<file path="config.mk">
export PLATFORM = sky130hd
export DESIGN_NAME = lp_label_unit
export DESIGN_NICKNAME = d
export VERILOG_FILES = /design/src/rtl/lp_label_unit_pkg.sv /design/src/rtl/lp_label_unit_cmp.sv /design/src/rtl/lp_label_unit.sv
export SDC_FILE = /design/constraint.sdc
export NUM_CORES = 1
export LEC_CHECK = 0
export CORE_MARGIN = 1
export CORE_UTILIZATION = 44
export CTS_BUF_LIST = sky130_fd_sc_hd__clkbuf_2 sky130_fd_sc_hd__clkbuf_4 sky130_fd_sc_hd__clkbuf_8
export CTS_CLUSTER_SIZE = 40
export DETAILED_ROUTE_END_ITERATION = 16
export HOLD_SLACK_MARGIN = 0.05
export PLACE_DENSITY = 0.83
export SLEW_MARGIN = 20
export SYNTH_ARGS = -nofsm -noshare
export SYNTH_HDL_FRONTEND = slang
export SYNTH_SLANG_ARGS = --single-unit
</file>
<file path="constraint.sdc">
create_clock -name clk_i -period 3.9 [get_ports clk_i]
set_input_delay 0.585 -clock clk_i [delete_from_list [all_inputs] [get_ports clk_i]]
set_output_delay 0.585 -clock clk_i [all_outputs]
set_load 0.005 [all_outputs]
</file>
<file path="src/rtl/lp_label_unit_pkg.sv">
// Shared FCFI definitions: landing-pad fault causes, ELP states, LPLR field
// layout and the CSR_LPLR address. Also carries the slice of the core's
// fu_op enumeration that the landing-pad unit decodes, including the
// LPCML/LPCUL check ops.
package lp_label_unit_pkg;

    typedef enum logic [3:0] {
        ADD   = 4'd0,
        LPSLL = 4'd1,
        LPSML = 4'd2,
        LPSUL = 4'd3,
        LPCLL = 4'd4,
        LPCML = 4'd5,
        LPCUL = 4'd6
    } fu_op;

    typedef enum logic [1:0] {
        LP_NONE    = 2'd0,
        LP_MISSING = 2'd1,
        LP_LABEL   = 2'd2
    } lp_cause_e;

    typedef enum logic {
        NO_LP_EXP = 1'b0,
        LP_EXP    = 1'b1
    } elp_state_e;

    typedef enum logic [1:0] {
        FIELD_LL = 2'd0,
        FIELD_ML = 2'd1,
        FIELD_UL = 2'd2
    } lp_field_e;

    localparam int unsigned LPLR_LL_OFF = 0;
    localparam int unsigned LPLR_LL_W   = 9;
    localparam int unsigned LPLR_ML_OFF = 9;
    localparam int unsigned LPLR_ML_W   = 8;
    localparam int unsigned LPLR_UL_OFF = 17;
    localparam int unsigned LPLR_UL_W   = 8;

    localparam logic [11:0] CSR_LPLR = 12'h820;

endpackage

</file>
<file path="src/rtl/lp_label_unit_cmp.sv">
// lp_label_cmp: decodes a landing-pad op into the LPLR field it addresses,
// flags whether it is a set or check op, and compares that field against
// the label operand. Purely combinational.
module lp_label_cmp
    import lp_label_unit_pkg::*;
#(
    parameter int unsigned LBL_W = 25
) (
    input  logic [LBL_W-1:0] lplr_i,
    input  fu_op             op_i,
    input  logic [8:0]       label_i,
    output logic             is_set_o,
    output logic             is_check_o,
    output logic             match_o,
    output lp_field_e        field_idx_o
);

    logic [8:0] fieldVal;
    logic [8:0] labelVal;

    // Decode the op, pick the addressed field and compare it to the label
    always_comb begin
        is_set_o    = 1'b0;
        is_check_o  = 1'b0;
        field_idx_o = FIELD_LL;
        fieldVal    = '0;
        labelVal    = '0;
        case (op_i)
            LPSLL: begin is_set_o   = 1'b1; field_idx_o = FIELD_LL; end
            LPSML: begin is_set_o   = 1'b1; field_idx_o = FIELD_ML; end
            LPSUL: begin is_set_o   = 1'b1; field_idx_o = FIELD_UL; end
            LPCLL: begin is_check_o = 1'b1; field_idx_o = FIELD_LL; end
            LPCML: begin is_check_o = 1'b1; field_idx_o = FIELD_ML; end
            LPCUL: begin is_check_o = 1'b1; field_idx_o = FIELD_UL; end
            default: ;
        endcase
        case (field_idx_o)
            FIELD_ML: begin
                fieldVal = {1'b0, lplr_i[LPLR_ML_OFF +: LPLR_ML_W]};
                labelVal = {1'b0, label_i[7:0]};
            end
            FIELD_UL: begin
                fieldVal = {1'b0, lplr_i[LPLR_UL_OFF +: LPLR_UL_W]};
                labelVal = {1'b0, label_i[7:0]};
            end
            default: begin
                fieldVal = lplr_i[LPLR_LL_OFF +: LPLR_LL_W];
                labelVal = label_i;
            end
        endcase
        match_o = (fieldVal == labelVal);
    end

endmodule

</file>
<file path="src/rtl/lp_label_unit.sv">
// lp_label_unit: commit-side landing-pad unit. Holds the LPLR and the ELP
// state, applies committed set ops, checks committed check ops and raises a
// same-cycle landing-pad fault to the commit stage.
// Optional build macro FCFI_LP_STATS_EN adds saturating fault counters.
module lp_label_unit
    import lp_label_unit_pkg::*;
#(
    parameter int unsigned LBL_W = 25
) (
    input  logic             clk_i,
    input  logic             rst_ni,
    input  logic             flush_i,
    input  logic             commit_valid_i,
    input  fu_op             commit_op_i,
    input  logic [8:0]       commit_label_i,
    input  logic             commit_ind_jump_i,
    output logic             commit_ready_o,
    output logic             lp_fault_o,
    output lp_cause_e        lp_cause_o,
    input  logic             trap_i,
    input  logic             mret_i,
    input  logic             csr_we_i,
    input  logic [LBL_W-1:0] csr_wdata_i,
    output logic [LBL_W-1:0] lplr_o,
    output logic             elp_o,
`ifdef FCFI_LP_STATS_EN
    output logic [15:0]      lp_missing_cnt_o,
    output logic [15:0]      lp_label_cnt_o,
`endif
    output logic             pelp_o
);

    logic [LBL_W-1:0] lplr_q, lplr_d;
    elp_state_e       elp_q, elp_d;
    logic             pelp_q, pelp_d;
    logic             csrWeDly_q;

    logic      isSet;
    logic      isCheck;
    logic      labelMatch;
    lp_field_e fieldIdx;
    logic      commitAccept;
    logic      missingFault;
    logic      labelFault;
    logic      commitUpdate;

    lp_label_cmp #(
        .LBL_W (LBL_W)
    ) i_cmp (
        .lplr_i      (lplr_q),
        .op_i        (commit_op_i),
        .label_i     (commit_label_i),
        .is_set_o    (isSet),
        .is_check_o  (isCheck),
        .match_o     (labelMatch),
        .field_idx_o (fieldIdx)
    );

    assign commit_ready_o = ~csrWeDly_q;
    assign lplr_o         = lplr_q;
    assign elp_o          = (elp_q == LP_EXP);
    assign pelp_o         = pelp_q;

    // State registers; reset drops the unit back to NO_LP_EXP at once
    always_ff @(posedge clk_i or negedge rst_ni) begin
        if (!rst_ni) begin
            lplr_q     <= '0;
            elp_q      <= NO_LP_EXP;
            pelp_q     <= 1'b0;
            csrWeDly_q <= 1'b0;
        end else begin
            lplr_q     <= lplr_d;
            elp_q      <= elp_d;
            pelp_q     <= pelp_d;
            csrWeDly_q <= csr_we_i;
        end
    end

    // Fault detection, ELP next state and LPLR/PELP next values
    always_comb begin
        commitAccept = commit_valid_i & commit_ready_o & ~flush_i;
        missingFault = commitAccept & (elp_q == LP_EXP) & (commit_op_i != LPCLL);
        labelFault   = commitAccept & isCheck & ~labelMatch;
        lp_fault_o   = missingFault | labelFault;
        lp_cause_o   = LP_NONE;
        if (missingFault) begin
            lp_cause_o = LP_MISSING;
        end else if (labelFault) begin
            lp_cause_o = LP_LABEL;
        end
        commitUpdate = commitAccept & ~lp_fault_o & ~trap_i;

        lplr_d = csr_we_i ? csr_wdata_i : lplr_q;
        if (commitUpdate && isSet) begin
            case (fieldIdx)
                FIELD_ML: lplr_d[LPLR_ML_OFF +: LPLR_ML_W] = commit_label_i[7:0];
                FIELD_UL: lplr_d[LPLR_UL_OFF +: LPLR_UL_W] = commit_label_i[7:0];
                default:  lplr_d[LPLR_LL_OFF +: LPLR_LL_W] = commit_label_i;
            endcase
        end

        elp_d  = elp_q;
        pelp_d = pelp_q;
        if (trap_i) begin
            pelp_d = (elp_q == LP_EXP);
            elp_d  = NO_LP_EXP;
        end else begin
            if (commitUpdate) begin
                case (elp_q)
                    LP_EXP:    elp_d = NO_LP_EXP;
                    default:   elp_d = commit_ind_jump_i ? LP_EXP : NO_LP_EXP;
                endcase
            end
            if (mret_i) begin
                elp_d  = pelp_q ? LP_EXP : NO_LP_EXP;
                pelp_d = 1'b0;
            end
        end
    end

`ifdef FCFI_LP_STATS_EN
    // Saturating per-cause fault counters, cleared only by reset
    always_ff @(posedge clk_i or negedge rst_ni) begin
        if (!rst_ni) begin
            lp_missing_cnt_o <= '0;
            lp_label_cnt_o   <= '0;
        end else begin
            if (lp_fault_o && lp_cause_o == LP_MISSING && lp_missing_cnt_o != 16'hFFFF) begin
                lp_missing_cnt_o <= lp_missing_cnt_o + 16'd1;
            end
            if (lp_fault_o && lp_cause_o == LP_LABEL && lp_label_cnt_o != 16'hFFFF) begin
                lp_label_cnt_o <= lp_label_cnt_o + 16'd1;
            end
        end
    end
`endif

endmodule
</file>
==> impl_metrics.toml <==
[timing]
fin_crit_sh = 0.9417
rsz0062_at_grt = "no"
min_period_ns = 3.673
fin_worst_skew_ns = 0.003642
finalWorstSetupSlack_ns = 0.2272
fin_tns_setup_ns = 0
tightest_slew_ns = 0.5715
setup_viol = 0
relSlewSlack = 0.6181
max_freq_mhz = 272.3
holdWs_ns = 0.2528
maxSlewViolCount = 0
hold_viol_final = 0

[critical_path]
arrival_ns = 3.09
start_kind = "primary input"
cp-end-kind = "primary output"
crit_required_ns = 3.31
worstSetupPathType = "primary input to primary output"
r2r_cells = 6
cp_max_fo = 7

[final_layout]
most-common-layout-cells = "clkdlybuf4s50_1 (71), nor2_1 (33), dfrtp_1 (28)"
final-instance-count-excl-fill = 320
fin_nets = 323
design_area_um2 = 2694
diodes = 0
areaGrowthSynthToFinish_pct = 52.91
layout_commonest_cell = "clkdlybuf4s50_1"
layout-drive-gt1-share = 0.08824

[power]
intPower_uw = 534.5
peakVddDrop_mv = 0.2232
combPwrFrac = 0.318
switching_share = 0.2742
power_density_nw_per_um2 = 273.4
power_leakage_uw = 0.001193
seqPwrFrac = 0.471
clkPwrFrac = 0.212
p_sw_uw = 202.0

[synth]
avgSynthCellArea_um2 = 9.128
syn_area_um2 = 1762
yosysWarningCount = 0
synthCells = 193
yosysSeqAreaShare = 0.3977
synth_cell_types = 38
ys_ff_latch = 28
synthesis.nets = 242

[route]
viasPerCell = 5.281
drtIter0Drc = 84
antenna_left = 0
wl_mm = 4.687
drt-pass1-iter-count = 4
vias = 1690
drt-wirelength-per-cell_um = 14.65
drc = 0

[cts]
cts.path.max_buffers = 2
hold_buffers = 0
cts_buffers = 3
cts_root_buffer = "clkbuf_8"
cts.sinks = 28
htree_levels = 1
clk_latency_ns = 0.27
path_clk_slew_ns = 0.09
cts_tree = "yes"

[placed_design]
port_buffers = 76
gp_congestion = 0.8045
hpwl_mm = 3.579
place_inst = 316
place_area_um2 = 2594
place_ws_ns = -0.2768

[job]
cap_violations = 0

[floorplanning]
num_rows = 22
dieArea_um2 = 4261
fp.dieW_um = 65.28
die_h_um = 65.28
core_area_um2 = 3744
initial_core_util = 0.4706
pin_count = 77

[grt]
grt_pass1_vias = 1703
grt_first_pass_wirelength_mm = 7.486
grt_usage = 0.2278
grt_antenna_before_repair = 0
grt_overflow = 0
grt_max_degree = 27

[min_path]
hold_class = "primary input to async pin"

[outcome]
status = "complete, no violations"
==> routing by layer <==
metal | GRT usage | vias to the layer above | share of wire
met5 | 0 | - | 0
met1 | 0.2830 | 797 | 0.44
met2 | 0.4021 | 46 | 0.50
met3 | 0.04861 | 4 | 0.051
met4 | 0.04891 | 0 | 0.0081
li1 | - | 843 | -
==> cell usage after synthesis (all sizes together) <==
library cell,number,share of area
a211o,1,0.0050
a211oi,1,0.0043
a21o,2,0.0085
a21oi,27,0.077
a221o,1,0.0057
a221oi,1,0.0050
a22o,1,0.0050
a22oi,6,0.026
and2,2,0.0071
and3b,1,0.0050
buf,4,0.021
clkbuf,7,0.015
dfrtp,28,0.40
ha,3,0.021
inv,5,0.011
maj3,1,0.0057
mux2i,25,0.14
nand2,9,0.019
nand2b,1,0.0036
nand3,1,0.0028
nand3b,1,0.0043
nor2,33,0.070
nor2b,2,0.0071
nor3,3,0.0085
nor4,1,0.0036
o2111ai,2,0.0099
o21ai,4,0.013
o22ai,1,0.0036
o311a,1,0.0057
o31a,1,0.0050
o32a,1,0.0057
o32ai,1,0.0050
or2b,1,0.0043
or3,2,0.0071
xnor2,2,0.0099
xor2,10,0.050
==> critical path: stages <==
cell             delay (ns)
clkdlybuf4s50_1        0.45
nand3b_1               0.17
a21o_1                 0.25
ha_4                   0.29
nor2b_1                0.14
or3_1                  0.34
o311a_1                0.12
o2111ai_1              0.15
nor2_1                 0.10
nor4_1                 0.22
dlygate4sd2_1          0.27
==> per-stage QoR <==
step	util	power, µW
final	0.7196	736.5
after global routing	0.7196	777.1
after CTS	0.7086	734.1
after detailed placement	0.6928	579.5
after global placement	0.6928	575.2
after floorplan	-	436.5
==> registers in the layout, indices dropped and copies added, names as in the netlist <==
register	flops
lplr_o	25
csrWeDly_q	1
elp_o	1
pelp_o	1
==> path summary, 6_finish.rpt <==
kind	slack, ns	end	startpoint
worst min-delay path	0.25	lplr_o[5]	rst_ni
max in group asynchronous	3.16	lplr_o[20]	rst_ni
min in group clk_i	0.53	pelp_o	pelp_o
worst max-delay path	0.23	lp_cause_o[1]	commit_op_i[1]
worst max register to register	1.90	lplr_o[15]	elp_o
worst min register to register	0.53	pelp_o	pelp_o
==> area by class of cell <==
type	instances	area (µm²)
repair buffers	87	844.6
clock buffers	3	41.29
flip-flops and latches	28	700.7
multi-input cells	149	1028
well taps	48	60.06
inverters	5	18.77
fillers	306	1050
==> power by group through the flow <==
| stage | combinational [µW] | clock [µW] | sequential, µW |
|---|---|---|---|
| 2_1_floorplan | 89.1 | 0 | 347 |
| 3_3_place_gp | 224 | 0 | 351 |
| 5_1_grt | 254 | 173 | 350 |
| 6_report | 234 | 156 | 347 |
| 3_5_place_dp | 229 | 0 | 351 |
| 4_1_cts | 232 | 156 | 346 |
==> logic make-up after synthesis <==
kind of cell / share of synthesized area
buf+inv: 0.04688
fa+ha+maj: 0.02699
xor+xnor: 0.05966
simple gates: 0.1428
flops: 0.3977
compound gates: 0.1840
mux: 0.1420
==> what timing repair did <==
| item | 4_1_cts | 5_1_grt |
|---|---|---|
| resized for setup | 5 | 9 |
| setup endpoints to repair | 2 | 1 |
| setup buffers | 0 | 1 |
| pin swaps | 0 | 3 |
Note: power is estimated with default switching activity, not from simulation.
